**config.mk**
```make
export PLATFORM = sky130hd
export DESIGN_NAME = multicycle_control
export DESIGN_NICKNAME = d
export VERILOG_FILES = /design/src/rtl/multicycle_control.sv
export SDC_FILE = /design/constraint.sdc
export NUM_CORES = 1
export LEC_CHECK = 0
export ABC_CLOCK_PERIOD_IN_PS = 1800
export CAP_MARGIN = 20
export CORE_ASPECT_RATIO = 0.7
export CORE_MARGIN = 2
export CORE_UTILIZATION = 43
export DETAILED_ROUTE_END_ITERATION = 10
export PLACE_DENSITY = 0.73
export SLEW_MARGIN = 10
export SYNTH_ARGS = -nofsm -noshare
export SYNTH_HDL_FRONTEND = slang
export SYNTH_SLANG_ARGS = --single-unit
```
**constraint.sdc**
```tcl
create_clock -name clk -period 1.8 [get_ports clk]
set_input_delay 0.36 -clock clk [delete_from_list [all_inputs] [get_ports clk]]
set_output_delay 0.36 -clock clk [all_outputs]
set_load 0.01 [all_outputs]
```
**src/rtl/multicycle_control.sv**
```systemverilog
// Multi-cycle RV32I control unit. Sequences each instruction through
// fetch/decode/execute/memory/writeback, handshakes with memory through
// mem_ready, resolves branch conditions, traps unknown encodings and
// counts retired instructions.
`timescale 1ns/1ps
module multicycle_control #(
    parameter int CNT_W   = 32,
    parameter bit TRAP_EN = 1'b1
) (
    input  logic             clk,
    input  logic             reset,
    input  logic [6:0]       op,
    input  logic [2:0]       funct3,
    input  logic             zero,
    input  logic             lt,
    input  logic             ltu,
    input  logic             mem_ready,
    output logic             mem_read,
    output logic             mem_write,
    output logic             i_or_d,
    output logic             ir_write,
    output logic             pc_write,
    output logic             pc_src,
    output logic             reg_write,
    output logic [1:0]       result_src,
    output logic [1:0]       alu_src_a,
    output logic [1:0]       alu_src_b,
    output logic [1:0]       alu_op,
    output logic             illegal,
    output logic [3:0]       state,
    output logic [CNT_W-1:0] instret
);

    typedef enum logic [3:0] {
        S_FETCH     = 4'd0,
        S_DECODE    = 4'd1,
        S_MEM_ADDR  = 4'd2,
        S_MEM_READ  = 4'd3,
        S_MEM_WB    = 4'd4,
        S_MEM_WRITE = 4'd5,
        S_EXEC_R    = 4'd6,
        S_EXEC_I    = 4'd7,
        S_ALU_WB    = 4'd8,
        S_BRANCH    = 4'd9,
        S_JAL       = 4'd10,
        S_JALR      = 4'd11,
        S_LUI       = 4'd12,
        S_AUIPC     = 4'd13,
        S_ILLEGAL   = 4'd14
    } state_t;

    localparam logic [6:0] OP_R      = 7'b0110011;
    localparam logic [6:0] OP_I      = 7'b0010011;
    localparam logic [6:0] OP_LOAD   = 7'b0000011;
    localparam logic [6:0] OP_STORE  = 7'b0100011;
    localparam logic [6:0] OP_BRANCH = 7'b1100011;
    localparam logic [6:0] OP_JAL    = 7'b1101111;
    localparam logic [6:0] OP_JALR   = 7'b1100111;
    localparam logic [6:0] OP_LUI    = 7'b0110111;
    localparam logic [6:0] OP_AUIPC  = 7'b0010111;

    state_t cur;
    state_t nxt;

    // Branch outcome from the ALU flags; unsupported funct3 codes never take.
    function automatic logic branch_taken(input logic [2:0] f3, input logic z,
                                          input logic slt, input logic ult);
        case (f3)
            3'b000:  return z;
            3'b001:  return ~z;
            3'b100:  return slt;
            3'b101:  return ~slt;
            3'b110:  return ult;
            3'b111:  return ~ult;
            default: return 1'b0;
        endcase
    endfunction

    function automatic logic branch_legal(input logic [2:0] f3);
        return (f3 != 3'b010) && (f3 != 3'b011);
    endfunction

    assign state = cur;

    // State register; reset aborts any instruction in flight.
    always_ff @(posedge clk or posedge reset) begin
        if (reset) cur <= S_FETCH;
        else       cur <= nxt;
    end

    // Retired-instruction counter: one count per arrival back in FETCH.
    always_ff @(posedge clk or posedge reset) begin
        if (reset)                               instret <= '0;
        else if (nxt == S_FETCH && cur != S_FETCH) instret <= instret + 1'b1;
    end

    // Next-state and output decode; outputs are forced low while reset is high.
    always_comb begin
        nxt        = cur;
        mem_read   = 1'b0;
        mem_write  = 1'b0;
        i_or_d     = 1'b0;
        ir_write   = 1'b0;
        pc_write   = 1'b0;
        pc_src     = 1'b0;
        reg_write  = 1'b0;
        result_src = 2'b00;
        alu_src_a  = 2'b00;
        alu_src_b  = 2'b00;
        alu_op     = 2'b00;
        illegal    = 1'b0;
        case (cur)
            S_FETCH: begin
                mem_read  = 1'b1;
                alu_src_b = 2'b01;
                if (mem_ready) begin
                    ir_write = 1'b1;
                    pc_write = 1'b1;
                    nxt      = S_DECODE;
                end
            end
            S_DECODE: begin
                // ALUOut captures old_pc + imm as the branch/jal target.
                alu_src_a = 2'b01;
                alu_src_b = 2'b10;
                case (op)
                    OP_R:               nxt = S_EXEC_R;
                    OP_I:               nxt = S_EXEC_I;
                    OP_LOAD, OP_STORE:  nxt = S_MEM_ADDR;
                    OP_BRANCH:          nxt = S_BRANCH;
                    OP_JAL:             nxt = S_JAL;
                    OP_JALR:            nxt = S_JALR;
                    OP_LUI:             nxt = S_LUI;
                    OP_AUIPC:           nxt = S_AUIPC;
                    default:            nxt = TRAP_EN ? S_ILLEGAL : S_FETCH;
                endcase
            end
            S_MEM_ADDR: begin
                alu_src_a = 2'b11;
                alu_src_b = 2'b10;
                nxt       = (op == OP_LOAD) ? S_MEM_READ : S_MEM_WRITE;
            end
            S_MEM_READ: begin
                mem_read = 1'b1;
                i_or_d   = 1'b1;
                if (mem_ready) nxt = S_MEM_WB;
            end
            S_MEM_WB: begin
                reg_write  = 1'b1;
                result_src = 2'b01;
                nxt        = S_FETCH;
            end
            S_MEM_WRITE: begin
                mem_write = 1'b1;
                i_or_d    = 1'b1;
                if (mem_ready) nxt = S_FETCH;
            end
            S_EXEC_R: begin
                alu_src_a = 2'b11;
                alu_op    = 2'b10;
                nxt       = S_ALU_WB;
            end
            S_EXEC_I: begin
                alu_src_a = 2'b11;
                alu_src_b = 2'b10;
                alu_op    = 2'b11;
                nxt       = S_ALU_WB;
            end
            S_LUI: begin
                alu_src_a = 2'b10;
                alu_src_b = 2'b10;
                nxt       = S_ALU_WB;
            end
            S_AUIPC: begin
                alu_src_a = 2'b01;
                alu_src_b = 2'b10;
                nxt       = S_ALU_WB;
            end
            S_ALU_WB: begin
                reg_write = 1'b1;
                nxt       = S_FETCH;
            end
            S_BRANCH: begin
                alu_src_a = 2'b11;
                alu_op    = 2'b01;
                pc_src    = 1'b1;
                pc_write  = branch_legal(funct3) && branch_taken(funct3, zero, lt, ltu);
                nxt       = (!branch_legal(funct3) && TRAP_EN) ? S_ILLEGAL : S_FETCH;
            end
            S_JAL: begin
                // PC already holds pc+4 from fetch, so it is the link value.
                pc_write   = 1'b1;
                pc_src     = 1'b1;
                reg_write  = 1'b1;
                result_src = 2'b10;
                nxt        = S_FETCH;
            end
            S_JALR: begin
                // rd takes the pre-edge PC while PC loads rs1 + imm.
                alu_src_a  = 2'b11;
                alu_src_b  = 2'b10;
                pc_write   = 1'b1;
                reg_write  = 1'b1;
                result_src = 2'b10;
                nxt        = S_FETCH;
            end
            S_ILLEGAL: begin
                illegal = 1'b1;
                nxt     = S_ILLEGAL;
            end
            default: nxt = S_FETCH;
        endcase
        if (reset) begin
            mem_read   = 1'b0;
            mem_write  = 1'b0;
            i_or_d     = 1'b0;
            ir_write   = 1'b0;
            pc_write   = 1'b0;
            pc_src     = 1'b0;
            reg_write  = 1'b0;
            result_src = 2'b00;
            alu_src_a  = 2'b00;
            alu_src_b  = 2'b00;
            alu_op     = 2'b00;
            illegal    = 1'b0;
        end
    end

endmodule

```
=== Word-level counts from Yosys, hierarchy flattened ===
Index checks and enable logic that the tools add are counted.

* Flip-flop bits (word level): 36
* Bits of input ports: 16
* Output and inout bits: 52
* Logic and storage cells: 87

* Add/subtract/negate cells: 1
* Eq/ne operators: 30
* Mux-type cells: 34
* Bitwise operators: 3
* Reduce and logical (&&, ||, !) cells: 17

{| class="wikitable"
|+ Operators by type and width
! operator !! number
|-
| $pmux 4 s8 || 2
|-
| $add 32x1->32 const B || 1
|-
| $eq 4x4->1 const B || 7
|-
| $eq 7x6->1 const B || 3
|-
| $eq 7x7->1 const B || 3
|-
| $mux 1 || 17
|-
| $eq 4x3->1 const B || 4
|-
| $mux 4 || 4
|-
| $eq 7x5->1 const B || 2
|-
| $eq 3x3->1 const B || 4
|-
| $pmux 2 s3 || 2
|-
| $reduce_or 2->1 || 6
|-
| $eq 4x2->1 const B || 2
|-
| $logic_not 4->1 || 2
|-
| $mux 2 || 4
|-
| $pmux 2 s2 || 2
|-
| $reduce_or 4->1 || 2
|-
| $eq 7x2->1 const B || 1
|-
| $ne 3x2->1 const B || 2
|-
| $pmux 1 s6 || 1
|-
| $reduce_or 6->1 || 1
|-
| $reduce_or 5->1 || 1
|-
| $eq 4x1->1 const B || 1
|-
| $reduce_bool 4->1 || 1
|-
| 6 further kinds || 10
|}

=== Depth between registers and ports, before layout ===
* Word-level depth: 6
* Mapped depth: 7
* Depth with buffers taken out: 5

=== Worst setup path before layout ===
No wires, ideal clock.

* Path type: input to output
* Start point: in reset
* End point: out alu_src_a[0]
* Data arrival time: 1692 ps
* Data required time: 1440 ps
* Slack: -252 ps
* Stages: 3
* Buffers on the path: 0
* Cells stage by stage: inv_1 -> o221ai_1 -> a21oi_1

* Longest elaborated chain between the ends: 1

{| class="wikitable"
|+ RTL lines
! item !! RTL line !! text
|-
| from (decl) || 11 || <nowiki>input logic reset,</nowiki>
|-
| $mux 2 || 213 || <nowiki>if (reset) begin</nowiki>
|-
| to (decl) || 26 || <nowiki>output logic [1:0] alu_src_a,</nowiki>
|}

No other way between the ends.

=== Final worst setup path ===
* Start point: reg cur[3], in the netlist state[3]
* End point: out alu_src_b[1]

* Longest elaborated chain between the ends: 4
* Elaborated cells between the ends (all ways): 10

{| class="wikitable"
|+ RTL lines
! item !! RTL line !! text
|-
| from (decl) || 62 || <nowiki>state_t cur;</nowiki>
|-
| from (signal assigned) || 88 || <nowiki>else cur <= nxt;</nowiki>
|-
| $eq 4x1->1 (tied with other cells) || 112 || <nowiki>case (cur)</nowiki>
|-
| $reduce_or 6->1 (no line) || - ||
|-
| $pmux 2 s2 (*) || 112 ||
|-
| $mux 2 (*) || 213 ||
|-
| to (decl) || 27 || <nowiki>output logic [1:0] alu_src_b,</nowiki>
|}

Mark *: on every way between the ends. The rest lies on a longest branch, timed or not.

==> results.ini <==
[synth]
yosys.area.top_type = dfrtp_1
postSynthCellCount = 264
ys_seq_area_share_pct = 38.0
ys_top_cells_by_count = dfrtp_1 (36), xnor2_1 (31), nand3_1 (19)
synth_cell_type_count = 50
syn_area_mm2 = 0.00237
synth_edf_count = 0
ys_warn_count = 0
avgSynthCellArea_um2 = 8.99
async_flop_share_pct = 100
yosys-top-cells-area = dfrtp_1 (38%), xnor2_1 (11%), nand4_1 (4.7%)
yosysMostFrequentCell = dfrtp_1
ys_seq_elements = 36
synth_top_flop_cell = dfrtp_1
synthesis.nets = 281
yosysTopAreaCellShare_pct = 38.0

[final_layout]
nets = 443
final_core_util_pct = 84.4
drive_above_1_share_pct = 46.4
diodes = 0
final_area_mm2 = 0.00446
area_delta_synth_final_pct = 87.8

[clock_network]
htreeDepth = 2
clk-insertion-delay-late_ns = 0.29
clk_path_buf_depth = 2
hold_buffers = 0
root_buffer = clkbuf_8
cts_made_buffers = 5
clkTransAtPathRegs_ns = 0.08
cts.sinks = 36
cts_tree = built

[floorplan]
start_util_pct = 44.9
io_pins = 68
coreArea_mm2 = 0.00529
dieArea_mm2 = 0.00614
die_h_um = 66.2
die_w_um = 92.8
num_rows = 22

[worst_hold_path]
hold_path_class = flip-flop to flip-flop

[drt]
final_antenna_net_count = 0
vias = 2939
dr.first_iter.drc_count = 241
routed_wl_um = 9800
vias_per_cell = 5.89
route.detailed.drc = 0
dr.pass1.iters = 5
routedWlPerCell_um = 19.6

[worst_setup_path]
worstPathRequired_ns = 1.44
cp.arrival_ns = 1.77
worstSetupPathType = flip-flop to primary output
cp-end-kind = primary output
worst-path-max-fanout = 3
cp-start-kind = flip-flop

[power]
p_per_area_mw_per_mm2 = 1330
peakVddDrop_v = 0.00103
cellLeakagePower_nw = 1.96

[sta]
fin_skew_ns = 0.0105
setup_viol = 52
fmax_mhz = 470
grt_setup_unrepaired = true
maxSlewHeadroom_pct = 68.9
layout_setup_ws_ns = -0.329
setup-tns-final_ns = -6.29
fin_crit_sh_pct = 118
report.final.slew_viol_count = 0
final-hold-violation-count = 0
worst_slew_pin_slew_ns = 0.466
fin_crit_ns = 2.13

[global_routing]
grt-busiest-layer = met2
grt_pass1_wl_um = 12900
grt_max_degree = 37
grt-ovfl-total = 0
grtUsageMet2_pct = 41.3
met3_usage_pct = 5.02
track_usage_pct = 26.8
antenna_found_initial = 0
met1_usage_pct = 39.1
grt_pass1_vias = 2682

[outcome]
violations = negative setup slack
status = finished, violations left

[placed_design]
dp_hpwl_um = 5240
portBuffers = 67
dpl_cell_area_mm2 = 0.00368
gp_congestion = 0.873

[flow_run]
maxCapViolCount = 0

[layout make-up]
type	count	area, um^2
fill	272	827
inverter	5	22.5
timing repair buffer	169	1590
tap	72	90.1
multi-input combinational	209	1760
clock inverter	2	10.0
clock buffer	6	82.6
sequential	36	906
[cell families (layout without fill, tap and decap cells)]
logic type | after synthesis | count (layout) | share of synthesized area [%]
simple gates | 138 | 138 | 34.7
flops | 36 | 36 | 38.0
xor+xnor | 34 | 34 | 12.5
compound gates | 33 | 33 | 8.59
buf+inv | 19 | 182 | 4.38
mux | 3 | 3 | 1.32
fa+ha+maj | 1 | 1 | 0.527
[power by group]
| group | switching [mW] | internal [mW] | leakage [nW] |
|---|---|---|---|
| sequential | 0.133 | 0.924 | 0.483 |
| clock | 0.297 | 0.306 | 0.0510 |
| combinational | 1.99 | 2.28 | 1.42 |
[registers in the layout, summed over array words and instances (netlist names)]
name / flops
instret: 32
state: 4
[critical path, stage by stage (launching register included)]
cell and delay (ns):
dfrtp_1 0.44, buf_6 0.16, nor2_2 0.19, nand2_1 0.14
a21oi_2 0.17, a21oi_1 0.06, nor2_1 0.09, clkdlybuf4s15_2 0.23
[per-layer routing]
layer | share of wire (%) | vias up
li1 | - | 1288
met1 | 43 | 1429
met2 | 46 | 186
met3 | 7.8 | 36
met4 | 2.8 | 0
met5 | 0 | -
[final timing paths]
path | endpoint | cells after the start | slack, ns | from
worst max-delay path | alu_src_b[1] | 7 | -0.33 | state[3]$_DFF_PP0_
worst min-delay path | instret[31]$_DFFE_PP0P_ | 1 | 0.47 | instret[31]$_DFFE_PP0P_
worst max register to register | instret[27]$_DFFE_PP0P_ | 7 | -0.28 | state[3]$_DFF_PP0_
worst min register to register | instret[31]$_DFFE_PP0P_ | 1 | 0.47 | instret[31]$_DFFE_PP0P_
max in group asynchronous | state[1]$_DFF_PP0_ | 3 | 0.71 | reset
min in group asynchronous | instret[3]$_DFFE_PP0P_ | 3 | 0.73 | reset
[cells in the final DEF, fill, tap and decap left out, types with 9 or more instances in the layout]
master           synthesis  layout
buf_2                    3      14
buf_4                    1      69
buf_6                    2      24
clkdlybuf4s50_1          0      45
dfrtp_1                 36      32
nand2_1                 15      11
nand3_1                 19       9
nand4_1                 18      18
nor2_1                  14       9
xnor2_1                 31      25
[timing repair]
action / CTS / global route
gates cloned: 1 / 2
resized for setup: 112 / 61
buffers inserted: 13 / 12
pin swaps: 15 / 25
setup endpoints to repair: 51 / 50
[stage by stage]
step           cells  setup WS (ns)  hold WS (ns)  power [mW]
3_5_place_dp     463         -0.722         0.467        3.70
5_1_grt          499         -0.387         0.515        6.17
6_report         499         -0.329         0.471        5.93
2_1_floorplan    264        -0.0273         0.327        2.35
4_1_cts          485         -0.239         0.477        4.95
3_3_place_gp     462         -0.965         0.460        3.66
Power figures use the tool's default switching activity.
